$ cat src/rtl/ps2_key_event_fifo.sv
// PS/2 set-2 scan-code parser feeding a valid/ready key-event FIFO.
// Tracks shift/ctrl/caps state, suppresses typematic repeats and counts releases.
module ps2_key_event_fifo #(
  parameter int FIFO_DEPTH = 8,
  parameter int CNT_W      = 8,
  parameter bit REPEAT_EN  = 1'b0,
  parameter bit BREAK_EVT  = 1'b0
) (
  input  logic                          clk,
  input  logic                          rst,
  input  logic [7:0]                    ps2_data,
  input  logic                          ps2_valid,
  input  logic                          ev_ready,
  input  logic                          ovf_clr,
  output logic                          ev_valid,
  output logic [19:0]                   ev_data,
  output logic [$clog2(FIFO_DEPTH):0]   fifo_count,
  output logic [CNT_W-1:0]              key_cnt,
  output logic                          shift_flag,
  output logic                          ctrl_flag,
  output logic                          caps_flag,
  output logic                          ovf
);

  localparam int PTR_W = $clog2(FIFO_DEPTH);
  localparam int CW    = PTR_W + 1;

  typedef enum logic [1:0] {S_IDLE, S_EXT, S_BRK, S_EXT_BRK} state_t;

  state_t             state_q, state_d;
  logic               lshift_q, lshift_d, rshift_q, rshift_d;
  logic               lctrl_q, lctrl_d, rctrl_q, rctrl_d;
  logic               caps_q, caps_d;
  logic               held_valid_q, held_valid_d, held_ext_q, held_ext_d;
  logic [7:0]         held_code_q, held_code_d;
  logic [CNT_W-1:0]   key_cnt_q, key_cnt_d;
  logic [19:0]        mem_q [FIFO_DEPTH];
  logic [19:0]        mem_d [FIFO_DEPTH];
  logic [PTR_W-1:0]   wr_ptr_q, wr_ptr_d, rd_ptr_q, rd_ptr_d;
  logic [CW-1:0]      count_q, count_d;
  logic [19:0]        ev_data_q, ev_data_d;
  logic               ovf_q, ovf_d;

  logic               key_valid, key_brk, key_ext;
  logic               is_lshift, is_rshift, is_lctrl, is_rctrl, is_caps, is_mod, is_plain, is_rep;
  logic               push, pop, full, accept, drop;
  logic [19:0]        push_data;

  // Lowercase/digit/control ASCII for a non-extended code; letters shift up when upper is set.
  function automatic logic [7:0] ascii_of(input logic [7:0] code, input logic upper);
    logic [7:0] c;
    c = 8'h00;
    case (code)
      8'h16: c = 8'h31;  8'h1E: c = 8'h32;  8'h26: c = 8'h33;  8'h25: c = 8'h34;
      8'h2E: c = 8'h35;  8'h36: c = 8'h36;  8'h3D: c = 8'h37;  8'h3E: c = 8'h38;
      8'h46: c = 8'h39;  8'h45: c = 8'h30;
      8'h1C: c = 8'h61;  8'h32: c = 8'h62;  8'h21: c = 8'h63;  8'h23: c = 8'h64;
      8'h24: c = 8'h65;  8'h2B: c = 8'h66;  8'h34: c = 8'h67;  8'h33: c = 8'h68;
      8'h43: c = 8'h69;  8'h3B: c = 8'h6A;  8'h42: c = 8'h6B;  8'h4B: c = 8'h6C;
      8'h3A: c = 8'h6D;  8'h31: c = 8'h6E;  8'h44: c = 8'h6F;  8'h4D: c = 8'h70;
      8'h15: c = 8'h71;  8'h2D: c = 8'h72;  8'h1B: c = 8'h73;  8'h2C: c = 8'h74;
      8'h3C: c = 8'h75;  8'h2A: c = 8'h76;  8'h1D: c = 8'h77;  8'h22: c = 8'h78;
      8'h35: c = 8'h79;  8'h1A: c = 8'h7A;
      8'h29: c = 8'h20;  8'h5A: c = 8'h0D;  8'h66: c = 8'h08;
      default: c = 8'h00;
    endcase
    if (upper && c >= 8'h61 && c <= 8'h7A) c = c - 8'h20;
    return c;
  endfunction

  // Parser FSM: turns the byte stream into make/break key strokes with an extended tag.
  always_comb begin
    state_d   = state_q;
    key_valid = 1'b0;
    key_brk   = 1'b0;
    key_ext   = 1'b0;
    if (ps2_valid) begin
      case (state_q)
        S_IDLE: begin
          if (ps2_data == 8'hE0)      state_d = S_EXT;
          else if (ps2_data == 8'hF0) state_d = S_BRK;
          else if (ps2_data == 8'hE1 || ps2_data == 8'hAA ||
                   ps2_data == 8'hFA || ps2_data == 8'hEE) state_d = S_IDLE;
          else key_valid = 1'b1;
        end
        S_EXT: begin
          if (ps2_data == 8'hF0) state_d = S_EXT_BRK;
          else begin
            key_valid = 1'b1;
            key_ext   = 1'b1;
            state_d   = S_IDLE;
          end
        end
        S_BRK: begin
          key_valid = 1'b1;
          key_brk   = 1'b1;
          state_d   = S_IDLE;
        end
        default: begin
          key_valid = 1'b1;
          key_brk   = 1'b1;
          key_ext   = 1'b1;
          state_d   = S_IDLE;
        end
      endcase
    end
  end

  // Key classification, modifier/caps/held tracking, release counting and push request.
  always_comb begin
    is_lshift = !key_ext && ps2_data == 8'h12;
    is_rshift = !key_ext && ps2_data == 8'h59;
    is_lctrl  = !key_ext && ps2_data == 8'h14;
    is_rctrl  =  key_ext && ps2_data == 8'h14;
    is_caps   = !key_ext && ps2_data == 8'h58;
    is_mod    = is_lshift || is_rshift || is_lctrl || is_rctrl;
    is_plain  = !is_mod && !is_caps;
    is_rep    = held_valid_q && held_ext_q == key_ext && held_code_q == ps2_data;
    lshift_d     = lshift_q;
    rshift_d     = rshift_q;
    lctrl_d      = lctrl_q;
    rctrl_d      = rctrl_q;
    caps_d       = caps_q;
    held_valid_d = held_valid_q;
    held_ext_d   = held_ext_q;
    held_code_d  = held_code_q;
    key_cnt_d    = key_cnt_q;
    push         = 1'b0;
    push_data    = {key_brk, key_ext, lshift_q | rshift_q, lctrl_q | rctrl_q,
                    key_ext ? 8'h00 : ascii_of(ps2_data, (lshift_q | rshift_q) ^ caps_q),
                    ps2_data};
    if (key_valid) begin
      if (is_lshift) lshift_d = !key_brk;
      if (is_rshift) rshift_d = !key_brk;
      if (is_lctrl)  lctrl_d  = !key_brk;
      if (is_rctrl)  rctrl_d  = !key_brk;
      if (!key_brk) begin
        if (!is_mod) begin
          held_valid_d = 1'b1;
          held_ext_d   = key_ext;
          held_code_d  = ps2_data;
        end
        if (is_caps && !is_rep) caps_d = !caps_q;
        if (is_plain && (REPEAT_EN || !is_rep)) push = 1'b1;
      end else begin
        if (!is_mod && is_rep) held_valid_d = 1'b0;
        if (is_plain) begin
          key_cnt_d = key_cnt_q + CNT_W'(1);
          if (BREAK_EVT) push = 1'b1;
        end
      end
    end
  end

  // FIFO bookkeeping; the registered head is the entry that will sit at rd_ptr next cycle.
  always_comb begin
    pop    = (count_q != '0) && ev_ready;
    full   = count_q == CW'(FIFO_DEPTH);
    accept = push && (!full || pop);
    drop   = push && full && !pop;
    mem_d  = mem_q;
    if (accept) mem_d[wr_ptr_q] = push_data;
    wr_ptr_d = accept ? wr_ptr_q + PTR_W'(1) : wr_ptr_q;
    rd_ptr_d = pop ? rd_ptr_q + PTR_W'(1) : rd_ptr_q;
    count_d  = count_q;
    if (accept && !pop)      count_d = count_q + CW'(1);
    else if (!accept && pop) count_d = count_q - CW'(1);
    ev_data_d = (count_d == '0) ? 20'h0 : mem_d[rd_ptr_d];
    ovf_d     = (ovf_q && !ovf_clr) || drop;
  end

  // State registers with synchronous active-low reset.
  always_ff @(posedge clk) begin
    if (!rst) begin
      state_q      <= S_IDLE;
      lshift_q     <= 1'b0;
      rshift_q     <= 1'b0;
      lctrl_q      <= 1'b0;
      rctrl_q      <= 1'b0;
      caps_q       <= 1'b0;
      held_valid_q <= 1'b0;
      held_ext_q   <= 1'b0;
      held_code_q  <= 8'h00;
      key_cnt_q    <= '0;
      mem_q        <= '{default: '0};
      wr_ptr_q     <= '0;
      rd_ptr_q     <= '0;
      count_q      <= '0;
      ev_data_q    <= '0;
      ovf_q        <= 1'b0;
    end else begin
      state_q      <= state_d;
      lshift_q     <= lshift_d;
      rshift_q     <= rshift_d;
      lctrl_q      <= lctrl_d;
      rctrl_q      <= rctrl_d;
      caps_q       <= caps_d;
      held_valid_q <= held_valid_d;
      held_ext_q   <= held_ext_d;
      held_code_q  <= held_code_d;
      key_cnt_q    <= key_cnt_d;
      mem_q        <= mem_d;
      wr_ptr_q     <= wr_ptr_d;
      rd_ptr_q     <= rd_ptr_d;
      count_q      <= count_d;
      ev_data_q    <= ev_data_d;
      ovf_q        <= ovf_d;
    end
  end

  assign ev_valid   = count_q != '0;
  assign ev_data    = ev_data_q;
  assign fifo_count = count_q;
  assign key_cnt    = key_cnt_q;
  assign shift_flag = lshift_q | rshift_q;
  assign ctrl_flag  = lctrl_q | rctrl_q;
  assign caps_flag  = caps_q;
  assign ovf        = ovf_q;

endmodule

$ cat config.mk
export PLATFORM = sky130hd
export DESIGN_NAME = ps2_key_event_fifo
export DESIGN_NICKNAME = d
export VERILOG_FILES = /design/src/rtl/ps2_key_event_fifo.sv
export SDC_FILE = /design/constraint.sdc
export NUM_CORES = 1
export LEC_CHECK = 0
export ABC_AREA = 1
export CORE_ASPECT_RATIO = 0.75
export CORE_MARGIN = 4
export CORE_UTILIZATION = 55
export DETAILED_ROUTE_END_ITERATION = 8
export HOLD_SLACK_MARGIN = 0.08
export PLACE_DENSITY = 0.82
export SLEW_MARGIN = 15
export SYNTH_ARGS = -nofsm -noshare
export SYNTH_HDL_FRONTEND = slang
export SYNTH_SLANG_ARGS = --single-unit
$ cat constraint.sdc
create_clock -name clk -period 3 [get_ports clk]
set_clock_uncertainty 0.15 [all_clocks]
set_input_delay 0.6 -clock clk [delete_from_list [all_inputs] [get_ports clk]]
set_output_delay 0.6 -clock clk [all_outputs]
set_load 0.05 [all_outputs]
==> results of run 1 <==
## cell usage after synthesis, drive strengths merged
library cell,count
o21a,1
xnor2,3
nand4,11
inv,117
a21oi,178
nand3b,1
a21boi,1
clkinv,2
o22ai,3
nor2,85
a31oi,2
o21ai,120
nand3,332
or2,3
nor3,13
ha,13
buf,37
a2111oi,1
o211ai,1
xor2,5
nand2,548
and2,2
dfxtp,216
clkbuf,69
and3,2
## flip-flops by register name, summed over array words and instances (netlist names), 2 cells and up
register     flops
mem_q          160
key_cnt          8
wr_ptr_q         3
state_q          2
held_code_q      8
rd_ptr_q         3
fifo_count       4
ev_data         20
## through the flow
stage / setup TNS [ns] / cell area (sq um)
finish: 0 / 15200
floorplan: 0 / 11500
global route: -0.287 / 15200
detailed placement: -83.92 / 14000
CTS: 0 / 14900
global placement: -70.54 / 14000
## per-layer routing
metal	share of wire, %	track usage, %	vias up	wire length (um)
met5	0.049	0	-	20
met4	5.2	15.1	2	2140
met3	13	8.25	208	5230
met2	43	52.2	917	17700
met1	39	44.5	6207	16000
li1	-	-	6324	-
## worst max-delay path: cells and delay by family
| kind | cells | cell delay, ns |
|---|---|---|
| simple gates | 10 | 1.39 |
| buf+inv | 8 | 1.25 |
## timing repair
item	4_1_cts	5_1_grt
endpoints found under the setup margin	51	35
gates cloned	1	3
resized for setup	30	60
setup buffers	10	4
pin swaps	15	24
## power by group through the flow
stage / clock (mW) / sequential [mW] / combinational [mW]
global placement: 0 / 3.20 / 4.03
CTS: 2.75 / 3.14 / 4.25
global route: 2.85 / 3.16 / 4.82
finish: 2.74 / 3.15 / 4.56
floorplan: 0 / 3.58 / 2.21
detailed placement: 0 / 3.21 / 4.09
## kinds of logic (layout without fill, tap and decap cells)
family | after synthesis | in the layout
buffers and inverters | 225 | 477
AO/OA/AOI/OAI | 307 | 307
flip-flops | 216 | 216
adder cells (fa/ha/maj) | 13 | 13
AND/OR/NAND/NOR | 997 | 997
XOR/XNOR | 8 | 8
## worst min-delay path by stage
| stage | from | to | slack, ns | cells past startpoint |
|---|---|---|---|---|
| floorplan | mem_q[59] | mem_q[59] | 0.27 | 2 |
| detailed placement | mem_q[139] | mem_q[139] | 0.28 | 2 |
| global placement | mem_q[139] | mem_q[139] | 0.27 | 2 |
| finish | mem_q[159] | mem_q[159] | 0.29 | 2 |
| CTS | mem_q[139] | mem_q[139] | 0.29 | 2 |
| global route | mem_q[159] | mem_q[159] | 0.30 | 2 |
## layout make-up
class,count,share of cell area (%)
inverters,119,3.15
well taps,282,2.32
flip-flops and latches,216,28.5
multi-input cells,1325,42.4
clock buffers,32,4.20
repair buffers,320,19.0
clock inverters,6,0.437
==> results.ini, run 1 <==
[yosys]
synth-compound-area-share_pct = 13.6
synthAdderAreaFrac_pct = 1.42
synthSimpleGateAreaFrac_pct = 38.4
yosys_warnings = 0
ys_ff_latch = 216
synth_top_area_share_pct = 37.8
syn_area_per_cell_sq_um = 6.47
yosys.area.top_type = dfxtp_1
synthesis.nets = 1792
synth-xor-area-share_pct = 0.613
synth.top_cells.by_area = dfxtp_1, nand2_1, nand3_1
muxShareOfSynthArea_pct = 0
synth_seq_area_share_pct = 37.8
syn_area_sq_um = 11400
synthDistinctLibCells = 40
syn_inst = 1766
synth_top_family_by_area = simple AND/OR/NAND/NOR gates

[power_and_ir_drop]
switching_share_pct = 40.1
p_sw_mw = 4.19
p_int_mw = 6.26
fin_total_pwr_mw = 10.4
power.density_nw_per_um2 = 688
p_leak_nw = 6.50
seq_power_share_pct = 30.1
clkPwrFrac_pct = 26.2
pwr-share-comb_pct = 43.6
ir_drop_uv = 449

[global_routing]
grt_pass1_vias = 13000
grt_usage_pct = 33.6
antenna_found_initial = 1
grt_max_degree = 61
gr-total-overflow = 0
grt_first_pass_wirelength_mm = 64.8

[placed_design]
hpwl_mm = 27.0
dp_cells = 2245
gp_congestion = 0.967
pre_cts_slack_ns = -0.815
port_buffers = 49

[critical_path]
critPathRequiredTime_ns = 3.30
r2r_end = ev_data[18]
critical_path.cell_chain = dlygate4sd2_1, buf_4, buf_4, nor3_1, nand3_1, nand2_4, nor2_8, buf_6, inv_4, nand2_4, buf_4, nand3_1, nand3_2, nand4_1, buf_6, buf_12, nand2_1, nor2_1
arrival_ns = 3.26
path_class = in -> reg
crit_top_cell = buf_4
crit_path_end_kind = flip-flop
worstSetupStartpointType = input pin
cpMaxStageDelayCell = dlygate4sd2_1
crit_path_start = ps2_data[2]
reg2reg_from = state_q[1]
endpoint = ev_data[13]
worstRegToRegCells = 18
r2r_slack_ns = 0.16
cp_max_fo = 6
max_stage_delay_ns = 0.29

[sta]
hold-worst-slack_ns = 0.289
slew_headroom_pct = 46.4
rsz0062_at_grt = yes
worstMarginPinSlew_ns = 0.801
layout_min_cycle_time_ns = 2.96
setup_viol = 0
finalCritPeriodShare_pct = 98.7
final_max_slew_viol_count = 0
fmax_mhz = 338
final.setup.worst_slack_ns = 0.0389
final_hold_viol_count = 0

[final_layout]
n_fill_cell = 1513
n_antenna_cell = 0
final_cell_mix = nand2_1, nand3_1, buf_4
post-route-util_pct = 74.7
fin_cells = 2300
seq_area_sq_um = 4330
nets = 2030
mostFrequentLayoutCell = nand2_1
area_growth_pct = 32.9
multiInputGateArea_sq_um = 6440
drive_above_1_share_pct = 19.7

[route]
dr_total_vias = 13700
ant_nets = 0
dr.pass1.iters = 6
wl_per_cell_um = 17.9
drt_iter0_markers = 1965
drt-total-wl_mm = 41.1
drc = 0
via_per_inst = 5.94

[clock_tree]
htree_levels = 1
root_buffer = clkbuf_16
cts_hold_buf = 0
cts.path.max_buffers = 3
clk_latency_ns = 0.53
cts_buffers = 22
cts_tree = yes
cts.sinks = 216
path_clk_slew_ns = 0.06

[floorplanning]
die_w_um = 174
placement_rows = 45
floorplan.io_pins = 50
die-area_sq_um = 23200
start_util_pct = 56.3
core_area_sq_um = 20300
die_y_um = 133

[outcome]
status = finished, final reports clean

[job]
drv_cap = 0

[worst_hold_path]
hp-class = reg -> reg

Power figures use the tool's default switching activity.
==> inputs of run 2 (changes only) <==
--- a/config.mk
+++ b/config.mk
@@ -6,7 +6,6 @@
 export NUM_CORES = 1
 export LEC_CHECK = 0
 export ABC_AREA = 1
-export CORE_ASPECT_RATIO = 0.75
 export CORE_MARGIN = 4
 export CORE_UTILIZATION = 55
 export DETAILED_ROUTE_END_ITERATION = 8
==> run 2 against run 1 <==
Compared with the run above: clock power increased by 10%; count of clock-buffer cells in the layout grew 2; global-route usage is 1.7 points lower; sequential power hardly changed; wire length decreased by 3.5%; setup slack improved by 0.032 ns; first-iteration DRC count fell by 12%; via count shrank 0.78%.
==> results.ini, run 2 (synthesis gave the netlist of run 1 again) <==
[floorplanning]
die-area_sq_um = 23200  ; -0.10%
die_w_um = 152  ; -13%
die_y_um = 152  ; +15%
placement_rows = 52  ; +16%
floorplan.io_pins = 50  ; unchanged
core_area_sq_um = 20400  ; +0.19%
start_util_pct = 56.1  ; -0.11 points

[final_layout]
final_cell_area_sq_um = 15200  ; about the same
mostFrequentLayoutCell = nand2_1
final_cell_mix = nand2_1, nand3_1, buf_4
largest_register = mem_q
nets = 2039  ; +0.44%
n_antenna_cell = 0  ; unchanged
area_growth_pct = 32.7  ; about the same
largest_reg_flops = 160  ; unchanged
fin_cells = 2300  ; unchanged
drive_above_1_share_pct = 19.8  ; +0.031 points
n_fill_cell = 1481  ; -2.1%

[sta]
final.setup.worst_slack_ns = 0.0711  ; +0.0322 ns
layout_min_cycle_time_ns = 2.93  ; -0.0322 ns
final_hold_viol_count = 0  ; unchanged
finalSetupTns_ns = 0  ; unchanged
setup_viol = 0  ; unchanged
hold-worst-slack_ns = 0.289  ; +0.000781 ns
finalCritPeriodShare_pct = 97.6  ; -1.1 points
fmax_mhz = 341  ; +1.1%
worstMarginPinSlew_ns = 1.05  ; +0.246 ns
slew_headroom_pct = 30.1  ; -16 points
final_max_slew_viol_count = 0  ; unchanged

[critical_path]
crit_top_cell = nand2_1
worstSetupStartpointType = input pin
critPathBufInv = 6  ; -2
path_class = in -> reg
max_stage_delay_ns = 0.19  ; -0.10 ns
cp_max_fo = 5  ; -1
critical_path.cell_chain = buf_4, clkinv_8, buf_4, ha_2, nand2_2, nand2_1, nand3_1, nand2_1, nor2_2, nor2_1, nor2_2, nand2_2, nor2_8, nand2_4, nor2_4, inv_2, nand2_1, nand2_1, nand2_1, nand4_1, buf_6, clkbuf_16, and2_1
arrival_ns = 3.20  ; -0.06 ns
crit_family = simple AND/OR/NAND/NOR gates
cpMaxStageDelayCell = ha_2
critPathRequiredTime_ns = 3.28  ; -0.02 ns
crit_path_end_kind = flip-flop

[clock_tree]
clk_latency_ns = 0.53  ; about the same
cts.sinks = 216  ; unchanged
path_clk_slew_ns = 0.06  ; about the same
cts.path.max_buffers = 3  ; unchanged
cts_tree = yes
cts_buffers = 25  ; +14%
htree_levels = 1  ; unchanged
root_buffer = clkbuf_16

[global_routing]
antenna_found_initial = 0  ; -1
gr-total-overflow = 0  ; unchanged
grt_max_degree = 67  ; +9.8%
grt_usage_pct = 32.0  ; -1.7 points
grt_pass1_vias = 13000  ; +0.65%
grt_first_pass_wirelength_mm = 62.8  ; -3.1%

[route]
dr_total_vias = 13600  ; -0.78%
drt_iter0_markers = 1737  ; -12%
dr.pass1.iters = 6  ; unchanged
via_per_inst = 5.89  ; -0.78%
ant_nets = 0  ; unchanged
drc = 0  ; unchanged
wl_per_cell_um = 17.3  ; -3.5%
drt-total-wl_mm = 39.7  ; -3.5%

[placed_design]
port_buffers = 49  ; unchanged
place_area_sq_um = 14000  ; about the same
dp_cells = 2236  ; -0.40%
hpwl_mm = 25.9  ; -4.1%
gp_congestion = 0.924  ; -4.5%
pre_cts_slack_ns = -0.822  ; -0.00785 ns

[power_and_ir_drop]
power.density_nw_per_um2 = 698  ; +1.5%
clkPwrFrac_pct = 28.5  ; +2.3 points
p_sw_mw = 4.07  ; -2.7%
p_leak_nw = 6.53  ; +0.57%
seq_power_share_pct = 29.8  ; -0.3 points
ir_drop_uv = 360  ; -20%
switching_share_pct = 38.4  ; -1.6 points
pwr-share-comb_pct = 41.6  ; -2.0 points
p_int_mw = 6.53  ; +4.2%

[worst_hold_path]
hp-class = reg -> reg

[outcome]
status = finished, final reports clean

[job]
drv_cap = 0  ; unchanged

run 2: cell types whose count changed in the layout (fill, tap and decap cells not counted), moves of 3 or more:
cell	delta
nor2_1	+3
nor2_4	-3
buf_4	+15
clkbuf_1	-3
nand2_1	+3
buf_6	-6
clkinv_2	+3
run 2: metal layers:
metal | track usage [%] | wire length (um) | vias to the layer above
met5 | 0 | 0 | -
met4 | 18.6 | 2090 | 0
met3 | 5.28 | 4460 | 201
met2 | 53.0 | 18500 | 842
met1 | 39.4 | 14700 | 6167
li1 | - | - | 6341
run 2: power groups by stage:
| stage | clock network [mW] | registers (mW) | logic (mW) |
|---|---|---|---|
| after floorplan | 0 | 3.58 | 2.21 |
| after global placement | 0 | 3.22 | 3.99 |
| after detailed placement | 0 | 3.22 | 4.03 |
| after CTS | 3.02 | 3.16 | 4.17 |
| after global routing | 3.16 | 3.17 | 4.73 |
| final | 3.02 | 3.16 | 4.41 |
run 2: final cells by class:
cell class                      count  area, sq um  area share, %
Tap cell                          270          338           2.23
Inverter                          119          473           3.12
Sequential cell                   216         4330           28.5
Timing Repair Buffer              326         2880           19.0
Clock buffer                       34          729           4.81
Clock inverter                     10         83.8          0.552
Multi-Input combinational cell   1325         6340           41.8
run 2: per-stage QoR:
stage / utilization, % / power [mW]
final: 74.5 / 10.6
after global routing: 74.5 / 11.1
after CTS: 73.4 / 10.3
after detailed placement: 68.9 / 7.25
after global placement: 68.9 / 7.20
after floorplan: - / 5.79
run 2: path summary, 6_finish.rpt:
check / start / endpoint / slack [ns] / depth (start not counted)
worst min register to register: mem_q[119] / mem_q[119] / 0.29 / 2
worst max-delay path: ps2_data[1] / ev_data[8] / 0.07 / 23
worst max register to register: state_q[1] / ev_data[8] / 0.20 / 18
worst min-delay path: mem_q[119] / mem_q[119] / 0.29 / 2
run 2: worst reg2reg max path: cells and delay by family (launching register included):
family / cells / cell delay [ns]
compound gates: 1 / 0.09
buf+inv: 5 / 0.65
flops: 1 / 0.42
simple gates: 12 / 1.39
run 2: repair_timing:
action,CTS,global route
gates resized for setup,22,37
endpoints found under the setup margin,50,23
hold buffers,0,0
buffers inserted,4,13
pin swaps,8,15
gates cloned,1,2
